`src/rtl/id_hazard_ctrl_pkg.sv`:
```
// Shared constants and helpers for the ID-stage operand/hazard controller.
// The optional stall performance counter is enabled by defining AZ_HAZARD_PERF_EN.
package id_hazard_ctrl_pkg;

    localparam int unsigned REG_NUM_DEF   = 32;
    localparam int unsigned REG_AW_DEF    = 5;
    localparam int unsigned DATA_W_DEF    = 32;
    localparam int unsigned RD_PORTS_DEF  = 2;
    localparam int unsigned FWD_DEPTH_DEF = 2;
    localparam int unsigned LD_LAT_DEF    = 2;
    localparam int unsigned SB_CNT_W      = 3;

    typedef logic [SB_CNT_W-1:0] sb_cnt_t;

    // Low bit of element idx inside a flat bus of w-bit elements.
    function automatic int unsigned slice_lo(int unsigned idx, int unsigned w);
        return idx * w;
    endfunction

endpackage

```
`src/rtl/id_hazard_ctrl_if.sv`:
```
// Issue, forwarding and ID/EX slot signals of the hazard controller.
// master = decoder/pipeline side, slave = the controller itself.
interface id_hazard_ctrl_if
    import id_hazard_ctrl_pkg::*;
#(
    parameter int unsigned REG_AW    = REG_AW_DEF,
    parameter int unsigned DATA_W    = DATA_W_DEF,
    parameter int unsigned RD_PORTS  = RD_PORTS_DEF,
    parameter int unsigned FWD_DEPTH = FWD_DEPTH_DEF
) ();

    logic                          flush;
    logic                          issue_valid;
    logic                          issue_ready;
    logic [RD_PORTS*REG_AW-1:0]    src_addr;
    logic [RD_PORTS-1:0]           src_used;
    logic [REG_AW-1:0]             dst_addr;
    logic                          dst_we;
    logic                          is_load;
    logic [RD_PORTS*DATA_W-1:0]    rf_rd_data;
    logic [FWD_DEPTH-1:0]          fwd_valid;
    logic [FWD_DEPTH*REG_AW-1:0]   fwd_addr;
    logic [FWD_DEPTH-1:0]          fwd_data_ok;
    logic [FWD_DEPTH*DATA_W-1:0]   fwd_data;
    logic                          out_valid;
    logic                          out_ready;
    logic [RD_PORTS*DATA_W-1:0]    out_src_data;
    logic [REG_AW-1:0]             out_dst_addr;
    logic                          out_dst_we;
    logic                          out_is_load;
    logic                          stall;
    logic [31:0]                   stall_cycles;

    modport master (
        output flush, issue_valid, src_addr, src_used, dst_addr, dst_we, is_load,
               rf_rd_data, fwd_valid, fwd_addr, fwd_data_ok, fwd_data, out_ready,
        input  issue_ready, out_valid, out_src_data, out_dst_addr, out_dst_we,
               out_is_load, stall, stall_cycles
    );

    modport slave (
        input  flush, issue_valid, src_addr, src_used, dst_addr, dst_we, is_load,
               rf_rd_data, fwd_valid, fwd_addr, fwd_data_ok, fwd_data, out_ready,
        output issue_ready, out_valid, out_src_data, out_dst_addr, out_dst_we,
               out_is_load, stall, stall_cycles
    );

endinterface

```
`src/rtl/id_hazard_ctrl_fwd_mux.sv`:
```
// Per-read-port operand selector: youngest matching forwarding stage wins over the
// register file; r0 always reads zero and never reports a match.
module id_hazard_ctrl_fwd_mux
    import id_hazard_ctrl_pkg::*;
#(
    parameter int unsigned REG_AW    = REG_AW_DEF,
    parameter int unsigned DATA_W    = DATA_W_DEF,
    parameter int unsigned FWD_DEPTH = FWD_DEPTH_DEF
) (
    input  logic [REG_AW-1:0]           src,
    input  logic [DATA_W-1:0]           rf_data,
    input  logic [FWD_DEPTH-1:0]        fwd_valid,
    input  logic [FWD_DEPTH*REG_AW-1:0] fwd_addr,
    input  logic [FWD_DEPTH-1:0]        fwd_data_ok,
    input  logic [FWD_DEPTH*DATA_W-1:0] fwd_data,
    output logic [DATA_W-1:0]           data,
    output logic                        hit,
    output logic                        pending
);

    always_comb begin
        data    = rf_data;
        hit     = 1'b0;
        pending = 1'b0;
        // Walk oldest to youngest so the youngest match is the last one written.
        for (int s = FWD_DEPTH - 1; s >= 0; s--) begin
            if (fwd_valid[s] && (fwd_addr[s*REG_AW +: REG_AW] == src)) begin
                data    = fwd_data[s*DATA_W +: DATA_W];
                hit     = 1'b1;
                pending = !fwd_data_ok[s];
            end
        end
        if (src == '0) begin
            data    = '0;
            hit     = 1'b0;
            pending = 1'b0;
        end
    end

endmodule

```
`src/rtl/id_hazard_ctrl.sv`:
```
// ID-stage operand resolution, load-use scoreboard and ID/EX slot.
// Define AZ_HAZARD_PERF_EN to build the saturating stall_cycles counter.
module id_hazard_ctrl
    import id_hazard_ctrl_pkg::*;
#(
    parameter int unsigned REG_NUM   = REG_NUM_DEF,
    parameter int unsigned REG_AW    = REG_AW_DEF,
    parameter int unsigned DATA_W    = DATA_W_DEF,
    parameter int unsigned RD_PORTS  = RD_PORTS_DEF,
    parameter int unsigned FWD_DEPTH = FWD_DEPTH_DEF,
    parameter int unsigned LD_LAT    = LD_LAT_DEF
) (
    input logic            clk,
    input logic            reset,
    id_hazard_ctrl_if.slave bus
);

    localparam sb_cnt_t LdLat = sb_cnt_t'(LD_LAT);

    sb_cnt_t                    sb_cnt [REG_NUM];
    logic [RD_PORTS-1:0]        hazard;
    logic [RD_PORTS*DATA_W-1:0] operand;
    logic                       any_hazard;
    logic                       issue_ready;
    logic                       accept;
    logic                       sb_set;

    logic                       slot_valid;
    logic [RD_PORTS*DATA_W-1:0] slot_data;
    logic [REG_AW-1:0]          slot_dst;
    logic                       slot_we;
    logic                       slot_load;

    genvar p;
    for (p = 0; p < RD_PORTS; p++) begin : g_port
        logic [REG_AW-1:0] src;
        logic [DATA_W-1:0] data;
        logic              hit;
        logic              pending;

        assign src = bus.src_addr[slice_lo(p, REG_AW) +: REG_AW];

        id_hazard_ctrl_fwd_mux #(
            .REG_AW    (REG_AW),
            .DATA_W    (DATA_W),
            .FWD_DEPTH (FWD_DEPTH)
        ) u_fwd_mux (
            .src         (src),
            .rf_data     (bus.rf_rd_data[slice_lo(p, DATA_W) +: DATA_W]),
            .fwd_valid   (bus.fwd_valid),
            .fwd_addr    (bus.fwd_addr),
            .fwd_data_ok (bus.fwd_data_ok),
            .fwd_data    (bus.fwd_data),
            .data        (data),
            .hit         (hit),
            .pending     (pending)
        );

        assign operand[slice_lo(p, DATA_W) +: DATA_W] = data;
        // A forwarding hit overrides the scoreboard: the stage already owns the value.
        assign hazard[p] = bus.src_used[p] && (src != '0) &&
                           (pending || (!hit && (sb_cnt[src] != '0)));
    end

    assign any_hazard  = |hazard;
    assign issue_ready = !bus.flush && !any_hazard && (!slot_valid || bus.out_ready);
    assign accept      = bus.issue_valid && issue_ready;
    assign sb_set      = accept && bus.is_load && bus.dst_we && (bus.dst_addr != '0);

    assign bus.issue_ready = issue_ready;
    assign bus.stall       = bus.issue_valid && !issue_ready;

    always_ff @(posedge clk or posedge reset) begin
        if (reset) begin
            for (int r = 0; r < REG_NUM; r++) begin
                sb_cnt[r] <= '0;
            end
        end else begin
            for (int r = 0; r < REG_NUM; r++) begin
                if (sb_set && (bus.dst_addr == REG_AW'(r))) begin
                    sb_cnt[r] <= LdLat;
                end else if (sb_cnt[r] != '0) begin
                    sb_cnt[r] <= sb_cnt[r] - 1'b1;
                end
            end
        end
    end

    always_ff @(posedge clk or posedge reset) begin
        if (reset) begin
            slot_valid <= 1'b0;
            slot_data  <= '0;
            slot_dst   <= '0;
            slot_we    <= 1'b0;
            slot_load  <= 1'b0;
        end else if (bus.flush) begin
            slot_valid <= 1'b0;
        end else if (accept) begin
            slot_valid <= 1'b1;
            slot_data  <= operand;
            slot_dst   <= bus.dst_addr;
            slot_we    <= bus.dst_we && (bus.dst_addr != '0);
            slot_load  <= bus.is_load;
        end else if (bus.out_ready) begin
            slot_valid <= 1'b0;
        end
    end

    assign bus.out_valid    = slot_valid;
    assign bus.out_src_data = slot_data;
    assign bus.out_dst_addr = slot_dst;
    assign bus.out_dst_we   = slot_we;
    assign bus.out_is_load  = slot_load;

`ifdef AZ_HAZARD_PERF_EN
    logic [31:0] stall_cnt;

    always_ff @(posedge clk or posedge reset) begin
        if (reset) begin
            stall_cnt <= '0;
        end else if (bus.stall && (stall_cnt != '1)) begin
            stall_cnt <= stall_cnt + 32'd1;
        end
    end

    assign bus.stall_cycles = stall_cnt;
`else
    assign bus.stall_cycles = 32'd0;
`endif

endmodule

```
`src/flat_wrapper.sv`:
```
// flat-port wrapper written by rule: the top's interface ports become plain ports
module id_hazard_ctrl_flat import id_hazard_ctrl_pkg::*;
#(
    parameter int unsigned REG_NUM   = REG_NUM_DEF,
    parameter int unsigned REG_AW    = REG_AW_DEF,
    parameter int unsigned DATA_W    = DATA_W_DEF,
    parameter int unsigned RD_PORTS  = RD_PORTS_DEF,
    parameter int unsigned FWD_DEPTH = FWD_DEPTH_DEF,
    parameter int unsigned LD_LAT    = LD_LAT_DEF
)
  (clk, reset, bus_flush, bus_issue_valid, bus_src_addr, bus_src_used, bus_dst_addr, bus_dst_we, bus_is_load, bus_rf_rd_data, bus_fwd_valid, bus_fwd_addr, bus_fwd_data_ok, bus_fwd_data, bus_out_ready, bus_issue_ready, bus_out_valid, bus_out_src_data, bus_out_dst_addr, bus_out_dst_we, bus_out_is_load, bus_stall, bus_stall_cycles);
  id_hazard_ctrl_if #(.REG_AW(REG_AW), .DATA_W(DATA_W), .RD_PORTS(RD_PORTS), .FWD_DEPTH(FWD_DEPTH)) bus_i ();
  input logic clk;
  input logic reset;
  input wire logic [$bits(bus_i.flush)-1:0] bus_flush;
  input wire logic [$bits(bus_i.issue_valid)-1:0] bus_issue_valid;
  input wire logic [$bits(bus_i.src_addr)-1:0] bus_src_addr;
  input wire logic [$bits(bus_i.src_used)-1:0] bus_src_used;
  input wire logic [$bits(bus_i.dst_addr)-1:0] bus_dst_addr;
  input wire logic [$bits(bus_i.dst_we)-1:0] bus_dst_we;
  input wire logic [$bits(bus_i.is_load)-1:0] bus_is_load;
  input wire logic [$bits(bus_i.rf_rd_data)-1:0] bus_rf_rd_data;
  input wire logic [$bits(bus_i.fwd_valid)-1:0] bus_fwd_valid;
  input wire logic [$bits(bus_i.fwd_addr)-1:0] bus_fwd_addr;
  input wire logic [$bits(bus_i.fwd_data_ok)-1:0] bus_fwd_data_ok;
  input wire logic [$bits(bus_i.fwd_data)-1:0] bus_fwd_data;
  input wire logic [$bits(bus_i.out_ready)-1:0] bus_out_ready;
  output wire logic [$bits(bus_i.issue_ready)-1:0] bus_issue_ready;
  output wire logic [$bits(bus_i.out_valid)-1:0] bus_out_valid;
  output wire logic [$bits(bus_i.out_src_data)-1:0] bus_out_src_data;
  output wire logic [$bits(bus_i.out_dst_addr)-1:0] bus_out_dst_addr;
  output wire logic [$bits(bus_i.out_dst_we)-1:0] bus_out_dst_we;
  output wire logic [$bits(bus_i.out_is_load)-1:0] bus_out_is_load;
  output wire logic [$bits(bus_i.stall)-1:0] bus_stall;
  output wire logic [$bits(bus_i.stall_cycles)-1:0] bus_stall_cycles;
  assign bus_i.flush = bus_flush;
  assign bus_i.issue_valid = bus_issue_valid;
  assign bus_i.src_addr = bus_src_addr;
  assign bus_i.src_used = bus_src_used;
  assign bus_i.dst_addr = bus_dst_addr;
  assign bus_i.dst_we = bus_dst_we;
  assign bus_i.is_load = bus_is_load;
  assign bus_i.rf_rd_data = bus_rf_rd_data;
  assign bus_i.fwd_valid = bus_fwd_valid;
  assign bus_i.fwd_addr = bus_fwd_addr;
  assign bus_i.fwd_data_ok = bus_fwd_data_ok;
  assign bus_i.fwd_data = bus_fwd_data;
  assign bus_i.out_ready = bus_out_ready;
  assign bus_issue_ready = bus_i.issue_ready;
  assign bus_out_valid = bus_i.out_valid;
  assign bus_out_src_data = bus_i.out_src_data;
  assign bus_out_dst_addr = bus_i.out_dst_addr;
  assign bus_out_dst_we = bus_i.out_dst_we;
  assign bus_out_is_load = bus_i.out_is_load;
  assign bus_stall = bus_i.stall;
  assign bus_stall_cycles = bus_i.stall_cycles;
  id_hazard_ctrl #(.REG_NUM(REG_NUM), .REG_AW(REG_AW), .DATA_W(DATA_W), .RD_PORTS(RD_PORTS), .FWD_DEPTH(FWD_DEPTH), .LD_LAT(LD_LAT)) u_core (.clk(clk), .reset(reset), .bus(bus_i));
endmodule
```
`config.mk`:
```
export PLATFORM = sky130hd
export DESIGN_NAME = id_hazard_ctrl_flat
export DESIGN_NICKNAME = d
export VERILOG_FILES = /design/src/rtl/id_hazard_ctrl_pkg.sv /design/src/rtl/id_hazard_ctrl_if.sv /design/src/rtl/id_hazard_ctrl_fwd_mux.sv /design/src/rtl/id_hazard_ctrl.sv /design/src/flat_wrapper.sv
export SDC_FILE = /design/constraint.sdc
export NUM_CORES = 1
export LEC_CHECK = 0
export BUFFER_PORTS_ARGS = -buffer_cell sky130_fd_sc_hd__buf_2
export CORE_MARGIN = 3
export CORE_UTILIZATION = 40
export DETAILED_ROUTE_END_ITERATION = 16
export PLACE_DENSITY = 0.69
export SLEW_MARGIN = 20
export SYNTH_ARGS = -nofsm -noshare
export SYNTH_HDL_FRONTEND = slang
export SYNTH_SLANG_ARGS = --single-unit
```
`constraint.sdc`:
```
create_clock -name clk -period 14.3 [get_ports clk]
set_clock_uncertainty 0.15 [all_clocks]
set_input_delay 0.715 -clock clk [delete_from_list [all_inputs] [get_ports clk]]
set_output_delay 0.715 -clock clk [all_outputs]
set_load 0.03 [all_outputs]
```
Yosys cells after proc, flatten, opt, wreduce, memory -nomap -nowiden
Index checks and enable logic that the tools add are counted.
Cells by class
  add/subtract/negate cells: 32
  order comparisons: 2
  equal/unequal tests: 35
  mux-type cells: 91
  bitwise operators: 3
  reduce and logical (&&, ||, !) cells: 136
Operators by type and width (count)
  $mux W3: 68
  $mux W32: 6
  $reduce_bool A3 Y1: 35
  $sub A3 B1 Y3 const B: 32
  $eq A5 B5 Y1 const B: 16
  $reduce_bool A2 Y1: 32
  $logic_and A1 B1 Y1: 50
  $eq A5 B4 Y1 const B: 8
  $bmux W3 S5: 2
  $eq A5 B3 Y1 const B: 4
  $eq A5 B5 Y1: 4
  $logic_not A5 Y1: 3
  $mux W1: 15
  $reduce_bool A5 Y1: 3
  $ge A6 B6 Y1 const B: 2
  $not A5 Y6: 2
  $eq A5 B2 Y1 const B: 2
  $logic_not A1 Y1: 8
  $eq A5 B1 Y1 const B: 1
  $logic_or A1 B1 Y1: 3
  $reduce_and A2 Y1: 1
  $reduce_or A2 Y1: 1
  $not A1 Y1: 1
Word-level totals
  register bits after elaboration: 168
  output and inout port bits: 106
  logic and storage cells: 336

Logic depth before layout (Yosys ltp)
Gate-level depths: netlist of the first run.
  word-level depth: 19
  depth in mapped cells: 13
  mapped depth without buffers: 7

By module
Synthesis of the first run repeated with hierarchy kept, for this count alone.
Second synthesis, totals
  cells, all modules: 1221
  area total of the unflattened synthesis: 11975.2 sq um
Modules (own cells, without submodules)
  id_hazard_ctrl: times used 1, cells each 859, area each 9347.7 sq um, seq. area each 4204.0 sq um
  id_hazard_ctrl_fwd_mux: times used 2, cells each 181, area each 1313.8 sq um, seq. area each 0.0 sq um

Least setup slack after synthesis of the first run
No wires, ideal clock.
  path kind: in2out
  start: input port bus_src_addr[5]
  end: output port bus_issue_ready
  arrival: 2.625 ns
  required time: 13.435 ns
  setup slack: 10.810 ns
  stages on the path: 7
  buffers on the path: 1
  cells stage by stage: buf_6 -> mux4_2 -> nand3b_1 -> a32o_1 -> a2111oi_4 -> nor2_1 -> nor2_1
On the way
  cells in the longest elaborated chain, start to end: 13
  elaborated cells on any way between the ends: 26
  classes of those cells: eq/ne: 2; mux: 9; bitwise: 1; reduce/logical: 14
RTL lines
  from (decl): line flat_wrapper.sv:17  | input wire logic [$bits(bus_i.src_addr)-1:0] bus_src_addr;
  branches (longest 8 deep; another with $not A5 Y6)
  $logic_and A1 B1 Y1 *: line id_hazard_ctrl.sv:61  | assign hazard[p] = bus.src_used[p] && (src != '0) &&
  $reduce_or A2 Y1 *: line id_hazard_ctrl.sv:65  | assign any_hazard = |hazard;
  $logic_not A1 Y1 *: line id_hazard_ctrl.sv:66  | assign issue_ready = !bus.flush && !any_hazard && (!slot_valid || bus.out_ready);
  $logic_and A1 B1 Y1 * (2 in a row): line id_hazard_ctrl.sv:66
  to (decl): line flat_wrapper.sv:28  | output wire logic [$bits(bus_i.issue_ready)-1:0] bus_issue_ready;
Mark *: on every way between the ends. The select of a mux whose other input is x is not followed.

Worst setup path in the final report of the first run
  start: input port bus_src_addr[5]
  end: register u_core.slot_data[63] (netlist: u_core.bus.out_src_data[63])
On the way
  cells in the longest elaborated chain, start to end: 15
  elaborated cells on any way between the ends: 31
  classes of those cells: eq/ne: 2; mux: 12; bitwise: 1; reduce/logical: 16
RTL lines
  branches (longest 15 deep; another with $not A5 Y6)
  to (signal assigned): line id_hazard_ctrl.sv:100  | slot_data <= operand;
  to (decl): line id_hazard_ctrl.sv:29  | logic [RD_PORTS*DATA_W-1:0] slot_data;
Parallel ways; which one is timed is not known. The select of a mux whose other input is x is not followed.
A chain may end at the register's enable or synchronous reset.

==> flow_metrics.env, run 1 <==
export IMPL_drive_gt1_share_pct=29.4
export IMPL_synthXorXnorAreaFrac_pct=4.00
export IMPL_synth_enable_flop_cells=0
export IMPL_hold_viol_final=0
export IMPL_dieArea_mm2=0.0305
export IMPL_yosysWarnings=0
export IMPL_cts_tree="yes"
export IMPL_layout_common_cells="buf_2, dfrtp_1, inv_1, nor2_1, mux2_4"
export IMPL_ys_seq_elements=168
export IMPL_routed_wl_um=30700
export IMPL_ant_nets=0
export IMPL_grt_pass1_wl_um=48400
export IMPL_place_ws_ps=9160
export IMPL_clk_pin_slew_worst_paths_ps=70
export IMPL_hold_path_class="input port to async pin"
export IMPL_rsz0062_at_grt="no"
export IMPL_relSlewSlack_pct=32.8
export IMPL_fmaxAchievable_mhz=213
export IMPL_arrival_ps=4860
export IMPL_ys_seq_area_share_pct=36.9
export IMPL_core_mm2=0.0279
export IMPL_die_height_um=175
export IMPL_start_util_pct=40.8
export IMPL_status="completed"
export IMPL_numCtsBuffers=17
export IMPL_clk_path_buf_depth=2
export IMPL_grt_max_degree=91
export IMPL_critPathBufInv=4
export IMPL_hold_buffers=0
export IMPL_yosys_area_share_adder_pct=7.03
export IMPL_cpMostUsedCell="buf_4"
export IMPL_avgSynthCellArea_um2=10.1
export IMPL_crit_chain="buf_2 -> xor2_1 -> nor4_1 -> nand3_2 -> buf_4 -> nand3_1 -> o2111ai_1 -> o2111ai_4 -> buf_4 -> buf_4 -> mux2_1"
export IMPL_layout_commonest_cell="buf_2"
export IMPL_power_mw=2.69
export IMPL_antenna_found_initial=4
export IMPL_clock_latency_ps=430
export IMPL_first_pass_iters=5
export IMPL_required_ps=14460
export IMPL_synth_area_mm2=0.0114
export IMPL_path_max_fanout=67
export IMPL_area_growth_pct=17.2
export IMPL_power_density_cell_area_mw_per_mm2=201
export IMPL_critPathTopFamily="buffers and inverters"
export IMPL_nNetsFinal=1564
export IMPL_die_w_um=175
export IMPL_critPathKind="input port to flop"
export IMPL_synth_mux_area_share_pct=19.2
export IMPL_post_drt_wl_per_cell_um=17.8
export IMPL_min_period_ps=4700
export IMPL_hpwlAfterDp_um=22500
export IMPL_cts_root_buf="clkbuf_16"
export IMPL_cp_slowest_cell="buf_4"
export IMPL_grt_pass1_vias=9086
export IMPL_fin_crit_sh_pct=32.8
export IMPL_cts_htree_levels=4
export IMPL_cts_resized=0
export IMPL_cap_viol_max_count=0
export IMPL_cp_slowest_stage_delay_ps=750
export IMPL_io_pins=272
export IMPL_synth_compound_area_share_pct=14.7
export IMPL_cts_setup_buffers=0
export IMPL_grt_ovfl_total=0
export IMPL_synth_cells=1132
export IMPL_synthFlopType="dfrtp_1"
export IMPL_vias=9067
export IMPL_finalSetupTns_ps=0
export IMPL_end_kind="flop"
export IMPL_row_count=61
export IMPL_finalSetupViolCount=0
export IMPL_ys_async_sr_fraction_pct=100
export IMPL_yosys_area_share_simple_pct=9.32
export IMPL_clock_sinks=168
export IMPL_gp_congestion=0.885
export IMPL_peakVddDrop_uv=84.5
export IMPL_start_kind="input port"
export IMPL_synth_cell_type_count=56
export IMPL_utilization_pct=47.8
export IMPL_dr_first_iter_drc_count=546
export IMPL_final_max_slew_violation_count=0
export IMPL_track_usage_pct=19.8
export IMPL_route_detailed_drc=0
export IMPL_worst_slack_ps=9600
export IMPL_viasPerCell=5.25
export IMPL_numPortBuffers=239
export IMPL_synth_top_family_by_area="multiplexers"
export IMPL_worst_pin_slew_ps=1010
export IMPL_p_leak_nw=6.23
## state kept, by name, indices dropped and copies added (netlist names)
name                     cells
u_core.sb_cnt               96
u_core.bus.out_src_data     64
u_core.bus.out_dst_addr      5
u_core.bus.out_dst_we        1
u_core.bus.out_is_load       1
u_core.bus.out_valid         1
## where the power goes
part           switching [mW]  internal, mW  total (mW)  leakage, nW
clock                   0.208         0.297       0.505        0.311
combinational           0.669         0.624        1.29         3.92
sequential              0.178         0.710       0.888         1.99
## cell usage after synthesis (9+ instances only)
master	count	area [um2]
mux2_2	24	270
nor4_1	15	93.8
ha_1	64	801
buf_4	33	248
mux4_2	9	203
a21oi_1	20	100
nor2_1	94	353
o31a_1	11	96.3
a211oi_1	69	518
clkbuf_1	36	135
buf_2	11	55.1
xor2_1	16	140
mux2_4	70	1050
o21ai_0	57	285
nand2_1	63	236
nor3_1	20	100
buf_6	14	158
mux2i_1	65	651
dfrtp_1	168	4200
xnor2_1	36	315
inv_1	105	394
o21a_1	53	398
## path summary, 6_finish.rpt
kind / cells past startpoint / from / slack, ps / to
min reg2reg: 1 / u_core.bus.out_src_data[63]$_DFFE_PP0P_ / 340 / u_core.bus.out_src_data[63]$_DFFE_PP0P_
min in group clk: 1 / u_core.bus.out_src_data[63]$_DFFE_PP0P_ / 340 / u_core.bus.out_src_data[63]$_DFFE_PP0P_
max: 11 / bus_src_addr[5] / 9600 / u_core.bus.out_src_data[63]$_DFFE_PP0P_
min: 2 / reset / 300 / u_core.sb_cnt[63]$_DFFE_PP0P_
max in group asynchronous: 3 / reset / 12130 / u_core.sb_cnt[35]$_DFFE_PP0P_
max reg2reg: 9 / u_core.sb_cnt[45]$_DFFE_PP0P_ / 10220 / u_core.bus.out_src_data[63]$_DFFE_PP0P_
## per-layer routing
layer,GRT usage (%),share of wire [%],vias up
met2,32.4,48,270
met3,3.74,5.5,60
met1,25.7,43,4399
met4,8.18,3.6,2
met5,0,0.042,-
li1,-,-,4336
## final cells by class
| type | count | area [um2] |
|---|---|---|
| repair buffers | 250 | 1280 |
| fillers | 2626 | 14600 |
| well taps | 378 | 473 |
| clock inverters | 14 | 215 |
| inverters | 105 | 399 |
| clock buffers | 17 | 425 |
| multi-input cells | 792 | 6340 |
| flip-flops and latches | 168 | 4200 |
| diodes | 3 | 7.51 |
## logic make-up after synthesis
| kind of cell | after synthesis |
|---|---|
| other | 1 |
| AND/OR/NAND/NOR | 231 |
| multiplexers | 169 |
| adder cells (fa/ha/maj) | 64 |
| XOR/XNOR | 52 |
| flip-flops | 168 |
| buffers and inverters | 203 |
| AO/OA/AOI/OAI | 244 |
## per-stage QoR
step | hold WS, ps | std cells | instance area [um2]
CTS | 341 | 1724 | 13300
floorplan | 332 | 1163 | 11500
detailed placement | 325 | 1693 | 12700
global route | 354 | 1727 | 13300
finish | 304 | 1727 | 13300
global placement | 323 | 1693 | 12700
Power figures use the tool's default switching activity.
==> run 2, diff against run 1 <==
- clock period: 14.3 -> 4.5 ns (I/O delays scaled with it)
==> run 2 against run 1 <==
Effect of this change:
- cell count increased by 0.23%
- critical path depth decreased by 2
- hold slack got worse by 230 ps
- routed wire length decreased by 1.0%
- largest cell class unchanged
- flip-flop and latch count unchanged
- non-clock buffer count increased by 4
- register-to-register slack got worse by 9500 ps
- worst setup slack got worse by 8900 ps
==> flow_metrics.env, run 2 (same netlist as run 1, synthesis figures left out) <==
export IMPL_min_delay_path_depth=3
export IMPL_hpwlAfterDp_um=21900
export IMPL_critPathKind="flop to flop"
export IMPL_numPortBuffers=239
export IMPL_start_util_pct=40.8
export IMPL_numCtsBuffers=17
export IMPL_ant_nets=0
export IMPL_worst_pin_slew_ps=1210
export IMPL_clock_latency_ps=440
export IMPL_layout_common_cells="buf_2, dfrtp_1, inv_1, nor2_1, mux2_4"
export IMPL_cap_viol_max_count=0
export IMPL_fin_hold_ws_ps=72.4
export IMPL_crit_chain="nor3_1 -> mux4_2 -> nor2_1 -> o311a_1 -> a2111oi_4 -> o2111ai_4 -> buf_12 -> o21ai_0 -> dlygate4sd3_1"
export IMPL_critPathTopFamily="compound AO/OA/AOI/OAI gates"
export IMPL_relSlewSlack_pct=19.6
export IMPL_post_drt_wl_per_cell_um=17.6
export IMPL_gp_congestion=0.877
export IMPL_cp_slowest_cell="dlygate4sd3_1"
export IMPL_r2r_start="u_core.sb_cnt[69]$_DFFE_PP0P_"
export IMPL_first_pass_iters=5
export IMPL_die_w_um=175
export IMPL_n_fill_cell=2615
export IMPL_cts_setup_buffers=0
export IMPL_worst_slack_ps=730
export IMPL_peakVddDrop_uv=291
export IMPL_vias=9008
export IMPL_dr_first_iter_drc_count=605
export IMPL_finalSetupTns_ps=0
export IMPL_area_growth_pct=17.7
export IMPL_layout_commonest_cell="buf_2"
export IMPL_min_from="bus_dst_we"
export IMPL_final_max_slew_violation_count=0
export IMPL_hold_viol_final=0
export IMPL_clk_pin_slew_worst_paths_ps=70
export IMPL_grt_max_degree=169
export IMPL_rsz0062_at_grt="no"
export IMPL_cts_htree_levels=4
export IMPL_antenna_found_initial=3
export IMPL_utilization_pct=48.0
export IMPL_required_ps=4720
export IMPL_cts_tree="yes"
export IMPL_reg2regPathDepth=9
export IMPL_dieArea_mm2=0.0305
export IMPL_die_height_um=175
export IMPL_placed_area_mm2=0.0127
export IMPL_largest_register_ffs=96
export IMPL_fmaxAchievable_mhz=265
export IMPL_track_usage_pct=19.6
export IMPL_hold_path_class="input port to flop"
export IMPL_worstReg2RegEnd="u_core.bus.out_valid$_DFFE_PP0P_"
export IMPL_path_max_fanout=165
export IMPL_top_register="u_core.sb_cnt"
export IMPL_drive_gt1_share_pct=29.2
export IMPL_place_ws_ps=920
export IMPL_viasPerCell=5.20
export IMPL_row_count=61
export IMPL_cp_slowest_stage_delay_ps=570
export IMPL_nNetsFinal=1568
export IMPL_p_leak_nw=6.25
export IMPL_min_period_ps=3770
export IMPL_critPathBufInv=2
export IMPL_io_pins=272
export IMPL_cts_resized=0
export IMPL_route_detailed_drc=0
export IMPL_core_mm2=0.0279
export IMPL_grt_pass1_vias=8994
export IMPL_routed_wl_um=30400
export IMPL_grt_ovfl_total=0
export IMPL_clock_sinks=168
export IMPL_arrival_ps=3990
export IMPL_postLayoutCellArea_mm2=0.0134
export IMPL_finalSetupViolCount=0
export IMPL_cts_root_buf="clkbuf_16"
export IMPL_rrSetupSlack_ps=730
export IMPL_power_density_cell_area_mw_per_mm2=633
export IMPL_end_kind="flop"
export IMPL_status="completed"
export IMPL_clk_path_buf_depth=2
export IMPL_start_kind="flop"
export IMPL_fin_crit_sh_pct=83.8
export IMPL_grt_pass1_wl_um=48000
export IMPL_whs_endpoint="u_core.bus.out_dst_we$_DFFE_PP0P_"
## run 2: timing repair
action                                 CTS  global route
hold buffers                             6             0
setup endpoints to repair                0             0
endpoints found under the hold margin   47             0
## run 2: layout make-up
class / count / area (um2) / share of cell area (%)
timing repair buffer: 254 / 1350 / 10.1
sequential: 168 / 4200 / 31.4
multi-input combinational: 792 / 6340 / 47.3
clock buffer: 17 / 425 / 3.17
clock inverter: 15 / 213 / 1.59
antenna: 2 / 5.00 / 0.0373
inverter: 105 / 398 / 2.97
tap: 378 / 473 / 3.53
## run 2: how the worst max path moves through the flow
| stage | startpoint | end | slack (ps) | cells past startpoint |
|---|---|---|---|---|
| after global routing | u_core.sb_cnt[62]$_DFFE_PP0P_ | u_core.bus.out_valid$_DFFE_PP0P_ | 620 | 9 |
| after global placement | bus_src_addr[5] | u_core.bus.out_src_data[63]$_DFFE_PP0P_ | 980 | 8 |
| after CTS | u_core.sb_cnt[60]$_DFFE_PP0P_ | u_core.bus.out_valid$_DFFE_PP0P_ | 960 | 9 |
| after floorplan | u_core.sb_cnt[57]$_DFFE_PP0P_ | u_core.sb_cnt[65]$_DFFE_PP0P_ | 1650 | 9 |
| after detailed placement | bus_src_addr[5] | u_core.bus.out_src_data[63]$_DFFE_PP0P_ | 920 | 8 |
| final | u_core.sb_cnt[69]$_DFFE_PP0P_ | u_core.bus.out_valid$_DFFE_PP0P_ | 730 | 9 |
## run 2: power breakdown
group | leakage (nW) | total [mW] | switching (mW) | internal (mW)
clock network | 0.307 | 1.62 | 0.674 | 0.944
logic | 3.95 | 4.07 | 2.08 | 1.99
registers | 1.99 | 2.80 | 0.547 | 2.26
## run 2: worst min-delay path, cell delays in order
cell and delay [ps]:
buf_2 130, o31a_1 140, mux2_4 130
## run 2: per-stage QoR
| step | total power, mW | cells |
|---|---|---|
| floorplan | 5.91 | 1163 |
| global route | 9.16 | 1731 |
| detailed placement | 6.89 | 1691 |
| global placement | 6.69 | 1691 |
| finish | 8.49 | 1731 |
| CTS | 8.55 | 1729 |
## run 2: routing by layer
| metal | routed length, um | vias up | share of wire [%] | global-route usage [%] |
|---|---|---|---|---|
| met1 | 12700 | 4315 | 42 | 26.0 |
| met3 | 1950 | 55 | 6.4 | 3.52 |
| met2 | 14800 | 297 | 49 | 32.3 |
| met5 | 9 | - | 0.030 | 0 |
| li1 | - | 4339 | - | - |
| met4 | 947 | 2 | 3.1 | 7.25 |
==> run 3, diff against run 2 <==
- ABC_AREA: unset -> 1
- PLACE_DENSITY: 0.69 -> 0.72
- clock period: 4.5 -> 3.2 ns (I/O delays scaled with it)
==> run 3 against run 2 <==
Effect of this change:
- the run now ends with negative hold slack left
- sequential share of layout area decreased by 1.7 points
- flip-flop and latch count unchanged
- design area up 5.7%
- largest cell class unchanged
==> flow_metrics.env, run 3 <==
export IMPL_track_usage_pct=23.3
export IMPL_grt_ovfl_total=0
export IMPL_ys_seq_area_share_pct=36.8
export IMPL_fin_crit_sh_pct=90.1
export IMPL_viasPerCell=5.01
export IMPL_dieArea_mm2=0.0306
export IMPL_synth_top_area_share_pct=36.8
export IMPL_cap_viol_max_count=0
export IMPL_cts_root_buf="clkbuf_16"
export IMPL_dr_first_iter_drc_count=971
export IMPL_row_count=61
export IMPL_ys_async_sr_fraction_pct=100
export IMPL_final_max_slew_violation_count=0
export IMPL_yosysMostFrequentCell="nand2_1"
export IMPL_synth_enable_flop_cells=0
export IMPL_avgSynthCellArea_um2=6.93
export IMPL_clk_path_buf_depth=2
export IMPL_die_height_um=175
export IMPL_numPortBuffers=239
export IMPL_peakVddDrop_uv=323
export IMPL_worst_pin_slew_ps=903
export IMPL_status="complete, but fails checks"
export IMPL_finalSetupTns_ps=0
export IMPL_yosysWarnings=0
export IMPL_cts_setup_buffers=0
export IMPL_grt_pass1_wl_um=57300
export IMPL_fin_hold_ws_ps=-8.05
export IMPL_end_kind="flop"
export IMPL_cts_tree="yes"
export IMPL_crit_end="u_core.bus.out_valid$_DFFE_PP0P_"
export IMPL_start_kind="input port"
export IMPL_layout_common_cells="nand2_1, inv_1, buf_2, o21ai_0, dfrtp_1"
export IMPL_yosys_top_cells_area="dfrtp_1, nand2_1, o21ai_0, inv_1, ha_1"
export IMPL_synth_area_mm2=0.0114
export IMPL_core_mm2=0.0280
export IMPL_required_ps=3370
export IMPL_critPathKind="input port to flop"
export IMPL_numCtsBuffers=17
export IMPL_rrSetupSlack_ps=390
export IMPL_num_antenna_cells=0
export IMPL_largest_register_ffs=96
export IMPL_postLayoutCellArea_mm2=0.0142
export IMPL_power_mw=11.3
export IMPL_area_growth_pct=24.1
export IMPL_path_max_fanout=36
export IMPL_cp_startpoint="bus_src_addr[1]"
export IMPL_reg2regPathDepth=13
export IMPL_clock_sinks=168
export IMPL_arrival_ps=3050
export IMPL_route_detailed_drc=0
export IMPL_ys_seq_elements=168
export IMPL_antenna_found_initial=1
export IMPL_io_pins=272
export IMPL_hold_viol_final=3
export IMPL_ys_top_cells_by_count="nand2_1, inv_1, o21ai_0"
export IMPL_start_util_pct=40.8
export IMPL_synth_cell_type_count=31
export IMPL_rsz0062_at_grt="no"
export IMPL_r2r_start="u_core.sb_cnt[50]$_DFFE_PP0P_"
export IMPL_first_pass_iters=6
export IMPL_die_w_um=175
export IMPL_fmaxAchievable_mhz=347
export IMPL_synth_cells=1650
export IMPL_nNetsFinal=2168
export IMPL_relSlewSlack_pct=39.7
export IMPL_placed_area_mm2=0.0128
export IMPL_top_register="u_core.sb_cnt"
export IMPL_power_density_cell_area_mw_per_mm2=796
export IMPL_drive_gt1_share_pct=15.9
export IMPL_finalSetupViolCount=0
export IMPL_routed_wl_um=36100
export IMPL_layout_commonest_cell="nand2_1"
export IMPL_synth_top_cell_by_area="dfrtp_1"
export IMPL_hpwlAfterDp_um=27400
export IMPL_violations="negative hold slack"
export IMPL_ant_nets=0
export IMPL_clock_latency_ps=440
export IMPL_hold_path_class="input port to flop"
export IMPL_min_period_ps=2880
export IMPL_grt_pass1_vias=11200
export IMPL_worstReg2RegEnd="u_core.bus.out_valid$_DFFE_PP0P_"
export IMPL_grt_max_degree=105
export IMPL_post_drt_wl_per_cell_um=15.5
export IMPL_synthFlopType="dfrtp_1"
export IMPL_cts_htree_levels=4
export IMPL_p_leak_nw=7.71
export IMPL_vias=11700
export IMPL_clk_pin_slew_worst_paths_ps=80
export IMPL_gp_congestion=0.977
-- run 3: changes by cell type in the layout (fill, tap and decap cells not counted), moves of 53 or more --
cell           change
o21a_1            -53
nand3_1           +67
o21ai_1           +62
inv_1            +146
nand2_1          +326
o21ai_0          +148
mux2i_1           -65
nor2_1            +68
a211oi_1          -69
dlygate4sd3_1     +69
a21oi_1           +68
mux2_4            -70
-- run 3: critical path: stages --
cell and delay [ps]:
buf_2 180, inv_1 460, nand4_1 530, nand2_1 190, nand3_1 100, nand2_1 60, nand2_1 130, nand3_4 170
buf_4 330, o21ai_0 130, dlygate4sd3_1 570
-- run 3: stage by stage --
step	cells	setup slack [ps]	utilization, %
finish	2329	316	50.6
floorplan	1681	749	-
global route	2329	152	50.6
detailed placement	2222	420	45.8
CTS	2329	365	50.6
global placement	2222	517	45.8
-- run 3: what timing repair did --
item | in CTS | in global routing
resized for setup | 0 | 0
hold buffers | 75 | 0
endpoints found under the setup margin | 0 | 0
endpoints found under the hold margin | 97 | 0
-- run 3: worst min-delay path by stage --
stage / slack, ps / from / depth (start not counted) / end
final: -8 / bus_rf_rd_data[52] / 5 / u_core.bus.out_src_data[52]$_DFFE_PP0P_
after global routing: 5 / bus_rf_rd_data[52] / 5 / u_core.bus.out_src_data[52]$_DFFE_PP0P_
after CTS: 1 / bus_rf_rd_data[47] / 5 / u_core.bus.out_src_data[47]$_DFFE_PP0P_
after detailed placement: 240 / reset / 2 / u_core.bus.out_src_data[22]$_DFFE_PP0P_
after global placement: 220 / bus_flush / 2 / u_core.bus.out_valid$_DFFE_PP0P_
after floorplan: 120 / bus_flush / 1 / u_core.bus.out_valid$_DFFE_PP0P_
-- run 3: power breakdown --
part           leakage (nW)  internal, mW  total, mW  switching [mW]
sequential             2.02          3.12       3.84           0.726
combinational          5.39          2.04       5.36            3.32
clock                 0.288          1.07       2.09            1.03
-- run 3: logic make-up (layout without fill, tap and decap cells) --
logic type                 Yosys count  after routing  synth area share (%)
buffers and inverters              355            625                  13.7
adders and majority gates           64             64                  7.01
AOI/OAI and AO/OA                  389            389                  17.6
xor gates and xnor gates            34             34                  2.61
other                                1             32                0.0328
DFF                                168            168                  36.8
and+or+nand+nor                    639            639                  22.3
-- run 3: routing by layer --
layer	GRT usage (%)	routed length (um)
met1	30.4	15000
met3	3.65	2190
met4	9.77	1540
met2	38.7	17300
met5	0	13
-- run 3: final cells by class --
| type | instances | area, um2 |
|---|---|---|
| clock buffer | 18 | 439 |
| clock inverter | 14 | 149 |
| fill | 2747 | 13800 |
| inverter | 256 | 967 |
| multi-input combinational | 1158 | 5790 |
| sequential | 168 | 4200 |
| tap | 378 | 473 |
| timing repair buffer | 337 | 2160 |
